<file path="config.mk">
export PLATFORM = sky130hd
export DESIGN_NAME = program_loader
export DESIGN_NICKNAME = d
export VERILOG_FILES = /design/src/rtl/loader_pkg.sv /design/src/rtl/byte_unpacker.sv /design/src/rtl/program_loader.sv
export SDC_FILE = /design/constraint.sdc
export NUM_CORES = 1
export LEC_CHECK = 0
export ABC_AREA = 1
export CORE_ASPECT_RATIO = 0.5
export CORE_MARGIN = 2
export CORE_UTILIZATION = 50
export DETAILED_ROUTE_END_ITERATION = 8
export DONT_BUFFER_PORTS = 1
export MAX_ROUTING_LAYER = met4
export PLACE_DENSITY = 0.7
export SYNTH_ARGS = -nofsm -noshare
export SYNTH_HDL_FRONTEND = slang
export SYNTH_HIERARCHICAL = 1
export SYNTH_SLANG_ARGS = --single-unit
</file>
<file path="constraint.sdc">
create_clock -name clk -period 4.32 [get_ports clk]
set_input_delay 0.864 -clock clk [delete_from_list [all_inputs] [get_ports clk]]
set_output_delay 0.864 -clock clk [all_outputs]
set_load 0.03 [all_outputs]
</file>
<file path="src/rtl/loader_pkg.sv">
// Shared definitions for the program loader: FSM state encoding, header field
// positions and the byte-lane count of a host word.
package loader_pkg;

    localparam int LANES  = 4;
    localparam int NI_MSB = 31;
    localparam int NI_LSB = 16;
    localparam int ND_MSB = 15;
    localparam int ND_LSB = 0;

    localparam logic [2:0] ST_IDLE       = 3'd0;
    localparam logic [2:0] ST_HEADER     = 3'd1;
    localparam logic [2:0] ST_INSTR      = 3'd2;
    localparam logic [2:0] ST_DATA_FETCH = 3'd3;
    localparam logic [2:0] ST_DATA_EMIT  = 3'd4;
    localparam logic [2:0] ST_CHECK      = 3'd5;
    localparam logic [2:0] ST_DONE       = 3'd6;
    localparam logic [2:0] ST_ERROR      = 3'd7;

    // Number of valid byte lanes in the next fetched word, given bytes still owed.
    function automatic logic [2:0] lane_fill(input logic [15:0] remaining);
        if (remaining >= 16'(LANES)) begin
            return 3'(LANES);
        end else begin
            return remaining[2:0];
        end
    endfunction

endpackage

</file>
<file path="src/rtl/byte_unpacker.sv">
// Holds one fetched data word and hands out its valid byte lanes, lowest lane
// first; lanes beyond the fill count are never presented.
module byte_unpacker
    import loader_pkg::*;
(
    input  logic        clk,
    input  logic        rst,
    input  logic        clear_i,
    input  logic        load_i,
    input  logic [31:0] word_i,
    input  logic [2:0]  fill_i,
    input  logic        emit_i,
    output logic [7:0]  byte_o,
    output logic        last_o
);

    logic [31:0]              word_q, word_d;
    logic [$clog2(LANES)-1:0] lane_q, lane_d;
    logic [2:0]               rem_q,  rem_d;

    // Next-state for word register, lane index and remaining-byte count.
    always_comb begin
        word_d = word_q;
        lane_d = lane_q;
        rem_d  = rem_q;
        if (clear_i) begin
            word_d = 32'd0;
            lane_d = '0;
            rem_d  = 3'd0;
        end else if (load_i) begin
            word_d = word_i;
            lane_d = '0;
            rem_d  = fill_i;
        end else if (emit_i && (rem_q != 3'd0)) begin
            lane_d = lane_q + 1'b1;
            rem_d  = rem_q - 3'd1;
        end else begin
            rem_d  = rem_q;
        end
    end

    // Unpacker state registers.
    always_ff @(posedge clk or posedge rst) begin
        if (rst) begin
            word_q <= 32'd0;
            lane_q <= '0;
            rem_q  <= 3'd0;
        end else begin
            word_q <= word_d;
            lane_q <= lane_d;
            rem_q  <= rem_d;
        end
    end

    assign byte_o = word_q[8*lane_q +: 8];
    assign last_o = (rem_q == 3'd1);

endmodule

</file>
<file path="src/rtl/program_loader.sv">
// Boot-time program loader: streams a header, NI instruction words and ND data
// bytes from a host into instruction/data memory write strobes.
// Define LOADER_CHECKSUM_EN to require a modulo-2^32 checksum trailer word.
module program_loader
    import loader_pkg::*;
#(
    parameter int IMEM_WORDS = 256,
    parameter int DMEM_BYTES = 1024
) (
    input  logic        clk,
    input  logic        rst,
    input  logic        start,
    input  logic        host_valid,
    input  logic [31:0] host_data,
    output logic        host_ready,
    output logic        instruction_load,
    output logic [31:0] instruction_store,
    output logic        data_load,
    output logic [7:0]  data_store,
    output logic        ready,
    output logic        busy,
    output logic        error
);

    logic [2:0]  state_q, state_d;
    logic [15:0] ni_q, ni_d, nd_q, nd_d;
    logic [15:0] icnt_q, icnt_d, dcnt_q, dcnt_d;
    logic        il_q, il_d, dl_q, dl_d;
    logic [31:0] is_q, is_d;
    logic [7:0]  ds_q, ds_d;
    logic        hr_q, hr_d, rdy_q, rdy_d, busy_q, busy_d, err_q, err_d;
`ifdef LOADER_CHECKSUM_EN
    logic [31:0] sum_q, sum_d;
`endif

    logic        xfer_s;
    logic [15:0] hdr_ni_s, hdr_nd_s;
    logic        too_big_s;
    logic        unp_clear_s, unp_load_s, unp_emit_s, unp_last_s;
    logic [7:0]  unp_byte_s;
    logic [2:0]  unp_fill_s;

    assign xfer_s     = host_valid && hr_q;
    assign hdr_ni_s   = host_data[NI_MSB:NI_LSB];
    assign hdr_nd_s   = host_data[ND_MSB:ND_LSB];
    assign too_big_s  = ({16'd0, hdr_ni_s} > 32'(IMEM_WORDS)) ||
                        ({16'd0, hdr_nd_s} > 32'(DMEM_BYTES));
    assign unp_fill_s = lane_fill(nd_q - dcnt_q);

    byte_unpacker u_unpacker (
        .clk     (clk),
        .rst     (rst),
        .clear_i (unp_clear_s),
        .load_i  (unp_load_s),
        .word_i  (host_data),
        .fill_i  (unp_fill_s),
        .emit_i  (unp_emit_s),
        .byte_o  (unp_byte_s),
        .last_o  (unp_last_s)
    );

    // Session FSM: next state, counters, strobes and unpacker control.
    always_comb begin
        state_d     = state_q;
        ni_d        = ni_q;
        nd_d        = nd_q;
        icnt_d      = icnt_q;
        dcnt_d      = dcnt_q;
        il_d        = 1'b0;
        is_d        = is_q;
        dl_d        = 1'b0;
        ds_d        = ds_q;
        unp_clear_s = 1'b0;
        unp_load_s  = 1'b0;
        unp_emit_s  = 1'b0;
`ifdef LOADER_CHECKSUM_EN
        sum_d       = sum_q;
`endif
        case (state_q)
            ST_IDLE, ST_DONE, ST_ERROR: begin
                if (start) begin
                    state_d     = ST_HEADER;
                    icnt_d      = 16'd0;
                    dcnt_d      = 16'd0;
                    unp_clear_s = 1'b1;
`ifdef LOADER_CHECKSUM_EN
                    sum_d       = 32'd0;
`endif
                end else begin
                    state_d = state_q;
                end
            end
            ST_HEADER: begin
                if (xfer_s) begin
                    ni_d = hdr_ni_s;
                    nd_d = hdr_nd_s;
`ifdef LOADER_CHECKSUM_EN
                    sum_d = host_data;
`endif
                    if (too_big_s) begin
                        state_d = ST_ERROR;
                    end else if (hdr_ni_s != 16'd0) begin
                        state_d = ST_INSTR;
                    end else if (hdr_nd_s != 16'd0) begin
                        state_d = ST_DATA_FETCH;
                    end else begin
                        state_d = ST_CHECK;
                    end
                end else begin
                    state_d = ST_HEADER;
                end
            end
            ST_INSTR: begin
                if (xfer_s) begin
                    il_d   = 1'b1;
                    is_d   = host_data;
                    icnt_d = icnt_q + 16'd1;
`ifdef LOADER_CHECKSUM_EN
                    sum_d  = sum_q + host_data;
`endif
                    if (icnt_d == ni_q) begin
                        state_d = (nd_q != 16'd0) ? ST_DATA_FETCH : ST_CHECK;
                    end else begin
                        state_d = ST_INSTR;
                    end
                end else begin
                    state_d = ST_INSTR;
                end
            end
            ST_DATA_FETCH: begin
                if (xfer_s) begin
                    unp_load_s = 1'b1;
                    state_d    = ST_DATA_EMIT;
`ifdef LOADER_CHECKSUM_EN
                    sum_d      = sum_q + host_data;
`endif
                end else begin
                    state_d = ST_DATA_FETCH;
                end
            end
            ST_DATA_EMIT: begin
                unp_emit_s = 1'b1;
                dl_d       = 1'b1;
                ds_d       = unp_byte_s;
                dcnt_d     = dcnt_q + 16'd1;
                // Stop on the byte count, not the word boundary, so spare lanes are dropped.
                if (dcnt_d == nd_q) begin
                    state_d = ST_CHECK;
                end else if (unp_last_s) begin
                    state_d = ST_DATA_FETCH;
                end else begin
                    state_d = ST_DATA_EMIT;
                end
            end
            ST_CHECK: begin
`ifdef LOADER_CHECKSUM_EN
                if (xfer_s) begin
                    state_d = (host_data == sum_q) ? ST_DONE : ST_ERROR;
                end else begin
                    state_d = ST_CHECK;
                end
`else
                state_d = ST_DONE;
`endif
            end
            default: begin
                state_d = ST_IDLE;
            end
        endcase
    end

    // Status outputs decoded from the next state so they are registered yet aligned with the state.
    always_comb begin
        rdy_d  = (state_d == ST_DONE);
        err_d  = (state_d == ST_ERROR);
        busy_d = (state_d == ST_HEADER) || (state_d == ST_INSTR) ||
                 (state_d == ST_DATA_FETCH) || (state_d == ST_DATA_EMIT) ||
                 (state_d == ST_CHECK);
`ifdef LOADER_CHECKSUM_EN
        hr_d   = (state_d == ST_HEADER) || (state_d == ST_INSTR) ||
                 (state_d == ST_DATA_FETCH) || (state_d == ST_CHECK);
`else
        hr_d   = (state_d == ST_HEADER) || (state_d == ST_INSTR) ||
                 (state_d == ST_DATA_FETCH);
`endif
    end

    // State, counter and output registers.
    always_ff @(posedge clk or posedge rst) begin
        if (rst) begin
            state_q <= ST_IDLE;
            ni_q    <= 16'd0;
            nd_q    <= 16'd0;
            icnt_q  <= 16'd0;
            dcnt_q  <= 16'd0;
            il_q    <= 1'b0;
            is_q    <= 32'd0;
            dl_q    <= 1'b0;
            ds_q    <= 8'd0;
            hr_q    <= 1'b0;
            rdy_q   <= 1'b0;
            busy_q  <= 1'b0;
            err_q   <= 1'b0;
`ifdef LOADER_CHECKSUM_EN
            sum_q   <= 32'd0;
`endif
        end else begin
            state_q <= state_d;
            ni_q    <= ni_d;
            nd_q    <= nd_d;
            icnt_q  <= icnt_d;
            dcnt_q  <= dcnt_d;
            il_q    <= il_d;
            is_q    <= is_d;
            dl_q    <= dl_d;
            ds_q    <= ds_d;
            hr_q    <= hr_d;
            rdy_q   <= rdy_d;
            busy_q  <= busy_d;
            err_q   <= err_d;
`ifdef LOADER_CHECKSUM_EN
            sum_q   <= sum_d;
`endif
        end
    end

    assign host_ready        = hr_q;
    assign instruction_load  = il_q;
    assign instruction_store = is_q;
    assign data_load         = dl_q;
    assign data_store        = ds_q;
    assign ready             = rdy_q;
    assign busy              = busy_q;
    assign error             = err_q;

endmodule

</file>
* Yosys cells after proc, flatten, opt, wreduce, memory -nomap -nowiden
Cells that the tools add are included. Widths: inputs -> output; s select.
Storage, ports and cells: register bits after elaboration 150, input bits 36, output and inout bits 46, logic and storage cells 96
Cells by class: add/subtract/negate cells 5, magnitude comparators 3, equal/unequal tests 19, shift-type cells 1, multiplexer cells 31, reduce and logical (&&, ||, !) cells 21
Operator list (count):
- $mux 32 | 2
- $pmux 16 s2 | 2
- $reduce_bool 16->1 | 3
- $mux 3 | 15
- $add 16x1->16 const B | 2
- $eq 16x16->1 | 2
- $mux 16 | 2
- $shiftx 32x6->8 | 1
- $eq 3x3->1 const B | 8
- $pmux 3 s6 | 1
- $ge 16x3->1 const B | 1
- $gt 16x11->1 const B | 1
- $gt 16x9->1 const B | 1
- $sub 16x16->16 | 1
- $eq 3x2->1 const B | 4
- $eq 3x1->1 const B | 3
- $mux 1 | 6
- $mux 2 | 3
- $reduce_and 2->1 | 3
- $reduce_bool 2->1 | 3
- $reduce_bool 3->1 | 2
- $logic_or 1x1->1 | 5
- $ne 2x2->1 const B | 2
- $logic_not 3->1 | 1
- other kinds (5) | 6

* Logic depth before layout (Yosys ltp)
depth in word-level cells 11, mapped depth 20, gate-level depth less buffers 20

* Modules after synthesis
The synthesis kept the hierarchy.
By module, submodules not included:
- program_loader | times used 1, cells an instance 918, area each 6610.1 um2
- byte_unpacker | times used 1, cells an instance 238, area each 1920.6 um2

* Least setup slack after synthesis
OpenSTA, ideal clock, no wires.
kind register to register, start reg dcnt_q[0], end reg u_unpacker.rem_q[0], library setup time 0.123 ns, arrival 2.396 ns, required time 4.197 ns, path slack 1.801 ns, cell stages (with the launch flop) 17, path buffers 0, clock period less this slack 2.519 ns, path through dfrtp_1 -> ha_1 -> fa_1 -> o21ai_0 -> nand2_1 -> nand3_1 -> nand2_1 -> nand2_1 -> nand2_1 -> nand2_1 -> nand2_1 -> a21oi_1 -> o21ai_0 -> nand4_1 -> nor2_1 -> o21ai_0 -> o21ai_1
On the way: word-level cells in the longest chain between the ends 5
RTL lines:
- start, declared | line program_loader.sv:27 | logic [15:0] icnt_q, icnt_d, dcnt_q, dcnt_d;
- start signal, assigned | line program_loader.sv:212 | dcnt_q <= dcnt_d;
- $sub 16x16->16 (*) | line program_loader.sv:48 | assign unp_fill_s = lane_fill(nd_q - dcnt_q);
- $ge 16x3->1 | line loader_pkg.sv:22 | if (remaining >= 16'(LANES)) begin
- $mux 3 (*) | line loader_pkg.sv:22
- named net unp_fill_s[0] | line program_loader.sv:41 | logic [2:0] unp_fill_s;
- $mux 3 (*) | line byte_unpacker.sv:30 | end else if (load_i) begin
- $mux 3 (*) | line byte_unpacker.sv:26 | if (clear_i) begin
- end signal, assigned | line byte_unpacker.sv:51 | rem_q <= rem_d;
- end, declared | line byte_unpacker.sv:19 | logic [2:0] rem_q, rem_d;
Mark *: on every way through the listed nets, which the timed path passes. The rest lies on a longest branch. A chain may end at the register's enable or synchronous reset.

* Worst setup path in the final report
Same ends and word-level chain as after synthesis.

==> impl_metrics.py <==
metrics = {
    "clocking": {
        "cts-resized-gates": 0,
        "cts_tree": "done",
        "cts-htree-levels": 4,
        "clockRootBuffer": "clkbuf_16",
        "ctsHoldBuffers": 0,
        "clk_path_buf_depth": 2,
        "path_clk_slew_ns": 0.07,
        "cts_buffers": 17,
        "clock-sinks": 150,
        "cts_post_setup_buffers_inserted": 0,
        "clkLatencyLatePin_ns": 0.43,
    },
    "timing": {
        "slew-limit-headroom_pct": 36.8,
        "timing.fmax_ghz": 0.331,
        "rsz0062_at_grt": "no",
        "min_period_ns": 3.02,
        "setup-tns-final_ns": 0,
        "worst_pin_slew_ns": 0.948,
        "hold_violations": 0,
        "setup_ws_ns": 1.30,
        "setup_viol": 0,
        "hold_slack_ns": 0.433,
        "post-route-period-util_pct": 69.9,
        "finalMaxSlewViolations": 0,
        "finClkSkew_ns": 0.0149,
    },
    "setup_path": {
        "cp_max_fo": 6,
        "regToRegStartpoint": "dcnt_q[0]$_DFFE_PP0P_",
        "endpoint_kind": "flip-flop",
        "crit_buf_inv": 0,
        "rrSetupSlack_ns": 1.30,
        "cp-start-kind": "flip-flop",
        "critPathMaxStageDelay_ns": 0.48,
        "rr_worst_depth": 17,
        "critPathTopFamily": "simple AND/OR/NAND/NOR gates",
        "crit_type": "flip-flop to flip-flop",
        "crit_chain": "ha_1 > fa_1 > o21ai_0 > nand2_1 > nand3_1 > nand2_1 > nand2_1 > nand2_1 > nand2_1 > nand2_1 > a21oi_1 > nor2_1 > nand2_1 > nand4_1 > nor2_1 > o21ai_0 > o21ai_1",
        "required_ns": 4.67,
        "cp.arrival_ns": 3.37,
        "r2r-end": "u_unpacker/rem_q[0]$_DFFE_PP0P_",
        "path_common_cell": "nand2_1",
        "cpMaxStageDelayCell": "o21ai_0",
    },
    "synthesis": {
        "netlist.area_leader.share_pct": 44.0,
        "syn_avg_cell_area_um2": 7.38,
        "ys_warn_count": 6,
        "synthCells": 1156,
        "synthesis.nets": 1213,
        "ys_types": 39,
        "syn-cell-area_um2": 8530,
        "synthTopCellsByArea": "dfrtp_1 (44%), nand2_1 (15%), inv_1 (6.8%)",
        "ys_seq_elements": 150,
        "seq_area_frac_synth_pct": 44.0,
        "synth_top_area_cell": "dfrtp_1",
    },
    "detailed_routing": {
        "wl_um": 22900,
        "routed-wl-met3_um": 1510,
        "drtIter0Drc": 623,
        "via_per_inst": 5.48,
        "wl_met2_um": 10600,
        "drc": 0,
        "top_layer": "met4",
        "ant_nets": 0,
        "first_pass_iters": 5,
        "routedLengthMet1_um": 10400,
        "vias": 7583,
        "wire_per_inst_um": 16.6,
    },
    "run_status": {
        "status": "complete, no violations",
    },
    "global_route": {
        "grt_pass1_wl_um": 37300,
        "grt_pass1_vias": 7169,
        "grt_max_degree": 73,
        "antenna_found_initial": 0,
        "grtUsageTotal_pct": 27.4,
        "gr-total-overflow": 0,
    },
    "cells_and_area": {
        "n_antenna_cell": 0,
        "drive_gt1_share_pct": 6.48,
        "area_growth_syn_to_layout_pct": 8.71,
        "final_nets": 1203,
    },
    "floorplan": {
        "pin_count": 82,
        "die_y_um": 96.4,
        "die_w_um": 189,
        "core_area_um2": 16500,
        "die_area_um2": 18200,
        "start_util_pct": 51.7,
        "num_rows": 33,
    },
    "min_path": {
        "hold_class": "primary input to async pin",
    },
    "flow_run": {
        "cap_violations": 0,
    },
    "placement": {
        "port_buffers": 0,
        "dp.final_hpwl_um": 16500,
        "place_ws_ns": 1.36,
        "gp_congestion": 0.952,
    },
    "power_and_ir_drop": {
        "p_per_area_nw_per_um2": 720,
        "leakagePower_uw": 0.00457,
        "ir_worst_vdd_uv": 394,
    },
}
-- worst max path at each step --
stage,from,endpoint,slack (ns),depth (start not counted)
2_1_floorplan,rst,busy$_DFF_PP0_,0.47,1
3_3_place_gp,dcnt_q[0]$_DFFE_PP0P_,u_unpacker/rem_q[2]$_DFFE_PP0P_,1.55,18
3_5_place_dp,dcnt_q[0]$_DFFE_PP0P_,u_unpacker/rem_q[0]$_DFFE_PP0P_,1.36,17
4_1_cts,dcnt_q[0]$_DFFE_PP0P_,u_unpacker/rem_q[0]$_DFFE_PP0P_,1.37,17
5_1_grt,dcnt_q[0]$_DFFE_PP0P_,u_unpacker/rem_q[1]$_DFFE_PP0P_,0.97,16
6_report,dcnt_q[0]$_DFFE_PP0P_,u_unpacker/rem_q[0]$_DFFE_PP0P_,1.30,17
-- synth_stat cells --
library cell  count
clkbuf_1         19
nor2_2            6
nor3_1            6
dfrtp_1         150
a22o_1            1
o22ai_1          18
nand3_2           1
buf_6             4
fa_1              1
o21ai_0         110
a21oi_2           1
o21ai_1           5
o21bai_1          1
o21ai_2          11
a21oi_1          27
nor2_1           75
nand3_1         105
a31oi_1           1
buf_4             4
nand2_2           4
nor4_1            5
nand2_1         346
inv_4             1
xnor3_1           1
nor2_8            1
o211ai_1          1
xnor2_1           3
ha_1             20
buf_1             1
nand3b_1         10
nor2_4            5
nand4_1          32
inv_2             2
xor2_1           10
inv_1           155
a21o_1            3
or2_2             1
buf_2             8
and2_1            1
-- layer usage --
| metal | vias up | global-route usage, % |
|---|---|---|
| met5 | - | - |
| met2 | 244 | 43.7 |
| li1 | 3733 | - |
| met4 | 0 | 8.59 |
| met3 | 34 | 5.98 |
| met1 | 3572 | 35.5 |
-- registers in the layout, indices dropped and copies added, names as in the netlist --
signal	count
instruction_store	32
u_unpacker/word_q	32
dcnt_q	16
icnt_q	16
nd_q	16
ni_q	16
data_store	8
state_q	3
u_unpacker/rem_q	3
u_unpacker/lane_q	2
busy	1
data_load	1
error	1
host_ready	1
instruction_load	1
ready	1
-- power by group --
part	switching (uW)	total [uW]	internal, uW
clock network	690	1510	820
logic	1540	2380	839
registers	873	2790	1910
-- cell type report --
cell class	count	area, um^2
Timing Repair Buffer	7	52.6
Inverter	158	598
Clock inverter	14	159
Sequential cell	150	3750
Multi-Input combinational cell	812	4000
Tap cell	227	284
Clock buffer	17	425
Fill cell	1532	7240
-- worst register-to-register path: stages (launching register included) --
cell     delay (ns)
dfrtp_1        0.43
ha_1           0.25
fa_1           0.41
o21ai_0        0.48
nand2_1        0.12
nand3_1        0.14
nand2_1        0.08
nand2_1        0.08
nand2_1        0.07
nand2_1        0.06
nand2_1        0.06
a21oi_1        0.16
nor2_1         0.05
nand2_1        0.06
nand4_1        0.15
nor2_1         0.12
o21ai_0        0.09
o21ai_1        0.14
-- logic make-up (layout without fill, tap and decap cells) --
logic type,count (synthesis),after routing,share of synthesized area [%]
simple gates,598,598,30.5
xor+xnor,14,14,1.60
compound gates,179,179,11.5
flops,150,150,44.0
buf+inv,194,196,9.21
fa+ha+maj,21,21,3.17
-- through the flow --
stage	instances	area (um^2)	utilization, %	power, uW
after detailed placement	1354	8690	52.6	5140
after CTS	1385	9270	56.2	6660
final	1385	9270	56.2	6680
after global placement	1354	8690	52.6	5080
after floorplan	1156	8530	-	4540
after global routing	1385	9270	56.2	7170
-- cells in the final DEF, fill, tap and decap left out, types with 6 or more instances in the layout --
| cell type | netlist | final |
|---|---|---|
| xor2_1 | 10 | 10 |
| o21ai_2 | 11 | 11 |
| nand3b_1 | 10 | 10 |
| inv_1 | 155 | 154 |
| nand3_1 | 105 | 105 |
| nor2_1 | 75 | 75 |
| o21ai_0 | 110 | 110 |
| nand4_1 | 32 | 32 |
| nand2_2 | 4 | 6 |
| nor2_2 | 6 | 6 |
| nand2_1 | 346 | 344 |
| o22ai_1 | 18 | 18 |
| ha_1 | 20 | 20 |
| buf_4 | 4 | 7 |
| a21oi_1 | 27 | 27 |
| inv_6 | 0 | 7 |
| clkbuf_16 | 0 | 17 |
| dfrtp_1 | 150 | 150 |
No activity file was read; power rests on OpenSTA's default activity.
==> variant: new RTL, config.mk and constraints unchanged <==
`LANES`: 4 -> 8.
--- a/src/rtl/loader_pkg.sv
+++ b/src/rtl/loader_pkg.sv
@@ -3,5 +3,5 @@
 package loader_pkg;
 
-    localparam int LANES  = 4;
+    localparam int LANES  = 8;
     localparam int NI_MSB = 31;
     localparam int NI_LSB = 16;
Formal check against the unedited RTL: not equivalent (Yosys sat finds a counterexample within 10 cycles, from zero or initial values and one cycle with rst high).
==> variant against the unedited design <==
- clock skew decreased by 0.0029 ns
- sequential cell count grew 1
- setup slack better by 0.017 ns
- synthesized area up 1.3%
- first-iteration DRC count is 5.8% lower
- critical path depth up 2
- via count up 1.1%
- routed wire length increased by 0.85%
- final area rose by 1.1%
- total power grew 0.96%
- sequential share of layout area decreased by 0.16 points
- synthesized cell count shrank 1.1%
- worst hold slack hardly changed
- largest cell class unchanged
==> variant: results (changes against the unedited design) <==
GRT
  – Met2 GRT Util: 42.3% (-1.4 points)
  – Largest net degree at the start of global routing: 74 (+1.4%)
  – GR peak layer: met2
  – Number of global-route vias before repair: 7367 (+2.8%)
  – M1 GR Usage: 35.6% (+0.062 points)
  – Met3 Usage GRT: 5.30% (-0.68 points)
  – First-pass GRT wire length: 38100 um (+2.2%)
  – Overall Global Routing Usage: 27.3% (-0.17 points)

STA
  – Least-Margin Pin Slew: 0.963 ns (+0.0150 ns)
  – Worst Clk Skew: 0.0120 ns (-0.00292 ns)

Logic synthesis
  – Asr flop ratio synth: 100% (unchanged)
  – Most area-consuming cells after synthesis: dfrtp_1 44%, nand2_1 14%, inv_1 6.6%, nand3_1 5.6%, o21ai_0 5.1%
  – Syn Area/Cell: 7.56 um2 (+2.4%)
  – Post-synthesis net count: 1201 (-0.99%)
  – Synth cell types: 41 (+5.1%)
  – Dominant synthesized flop cell: dfrtp_1
  – Post-synth top cells: 332 x nand2_1, 151 x dfrtp_1, 151 x inv_1
  – Post-Synth Adder-Cell Area: 3.27% (+0.10 points)
  – Xor-xnor portion of the synthesized cell area: 1.78% (+0.18 points)
  – Sequential share of the synthesized area: 43.7% (-0.26 points)
  – Synth Area in Compound Gates: 12.7% (+1.2 points)

Route
  – TritonRoute pass-1 iters: 7 (+2)
  – DRT iter0 DRCs: 587 (-5.8%)
  – Via density per instance: 5.59 (+2.0%)
  – Post-Route WL: 23100 um (+0.85%)
  – Met3 wire length: 1430 um (-5.3%)
  – Routed wl met2: 10900 um (+3.2%)
  – Met1 Wirelength: 10200 um (-2.1%)
  – DR top layer: met4

Setup path
  – Worst stage delay on the critical path: 0.42 ns (-0.06 ns)
  – Largest delay share family, worst path: simple AND/OR/NAND/NOR gates
  – Arr. time, crit path: 3.38 ns (about the same)
  – Crit path max-delay cell type: dfrtp_1
  – Worst-path fanout max: 6 (unchanged)

Placed design
  – Detailed placement HPWL: 16800 um (+2.1%)
  – Post-Place Cells: 1340 (-1.0%)
  – Port-buffer cells: 0 (unchanged)
  – Dpl ws: 1.42 ns (+0.0550 ns)
  – Post-DP Area: 0.00879 mm2 (+1.2%)
  – Placer Congestion: 0.931 (-2.3%)

Final layout
  – Share of cells above drive strength 1: 8.03% (+1.6 points)
  – Final Non-Filler Cells: 1372 (-0.94%)
  – ANT cells: 0 (unchanged)

Clock network
  – CTS buffer count: 17 (unchanged)
  – Clock Pin Slew Worst Setup and Hold Paths: 0.07 ns (about the same)

Run status
  – Status: complete, no violations

Power and ir drop
  – Leak: 4.62 nW (+1.1%)
  – Peak VDD IR: 320 uV (-19%)
## variant: cell type report
| class | instances | area (um2) |
|---|---|---|
| clock buffer | 18 | 429 |
| sequential | 151 | 3780 |
| inverter | 156 | 589 |
| tap | 227 | 284 |
| clock inverter | 14 | 153 |
| fill | 1562 | 7270 |
| timing repair buffer | 6 | 57.6 |
| multi-input combinational | 800 | 4080 |
## variant: path summary, 6_finish.rpt
kind	slack, ns	start	depth (start not counted)	endpoint
max in group asynchronous	3.08	rst	2	dcnt_q[15]
hold reg to reg	0.48	u_unpacker/word_q[19]	2	u_unpacker/word_q[19]
setup reg to reg	1.32	dcnt_q[2]	19	u_unpacker/rem_q[2]
setup / recovery	1.32	dcnt_q[2]	19	u_unpacker/rem_q[2]
min in group clk	0.48	u_unpacker/word_q[19]	2	u_unpacker/word_q[19]
hold / removal	0.43	rst	2	u_unpacker/word_q[16]
## variant: power breakdown
part	switching (mW)	internal, mW	total [mW]
clock	0.694	0.821	1.52
combinational	1.61	0.912	2.53
sequential	0.794	1.90	2.70
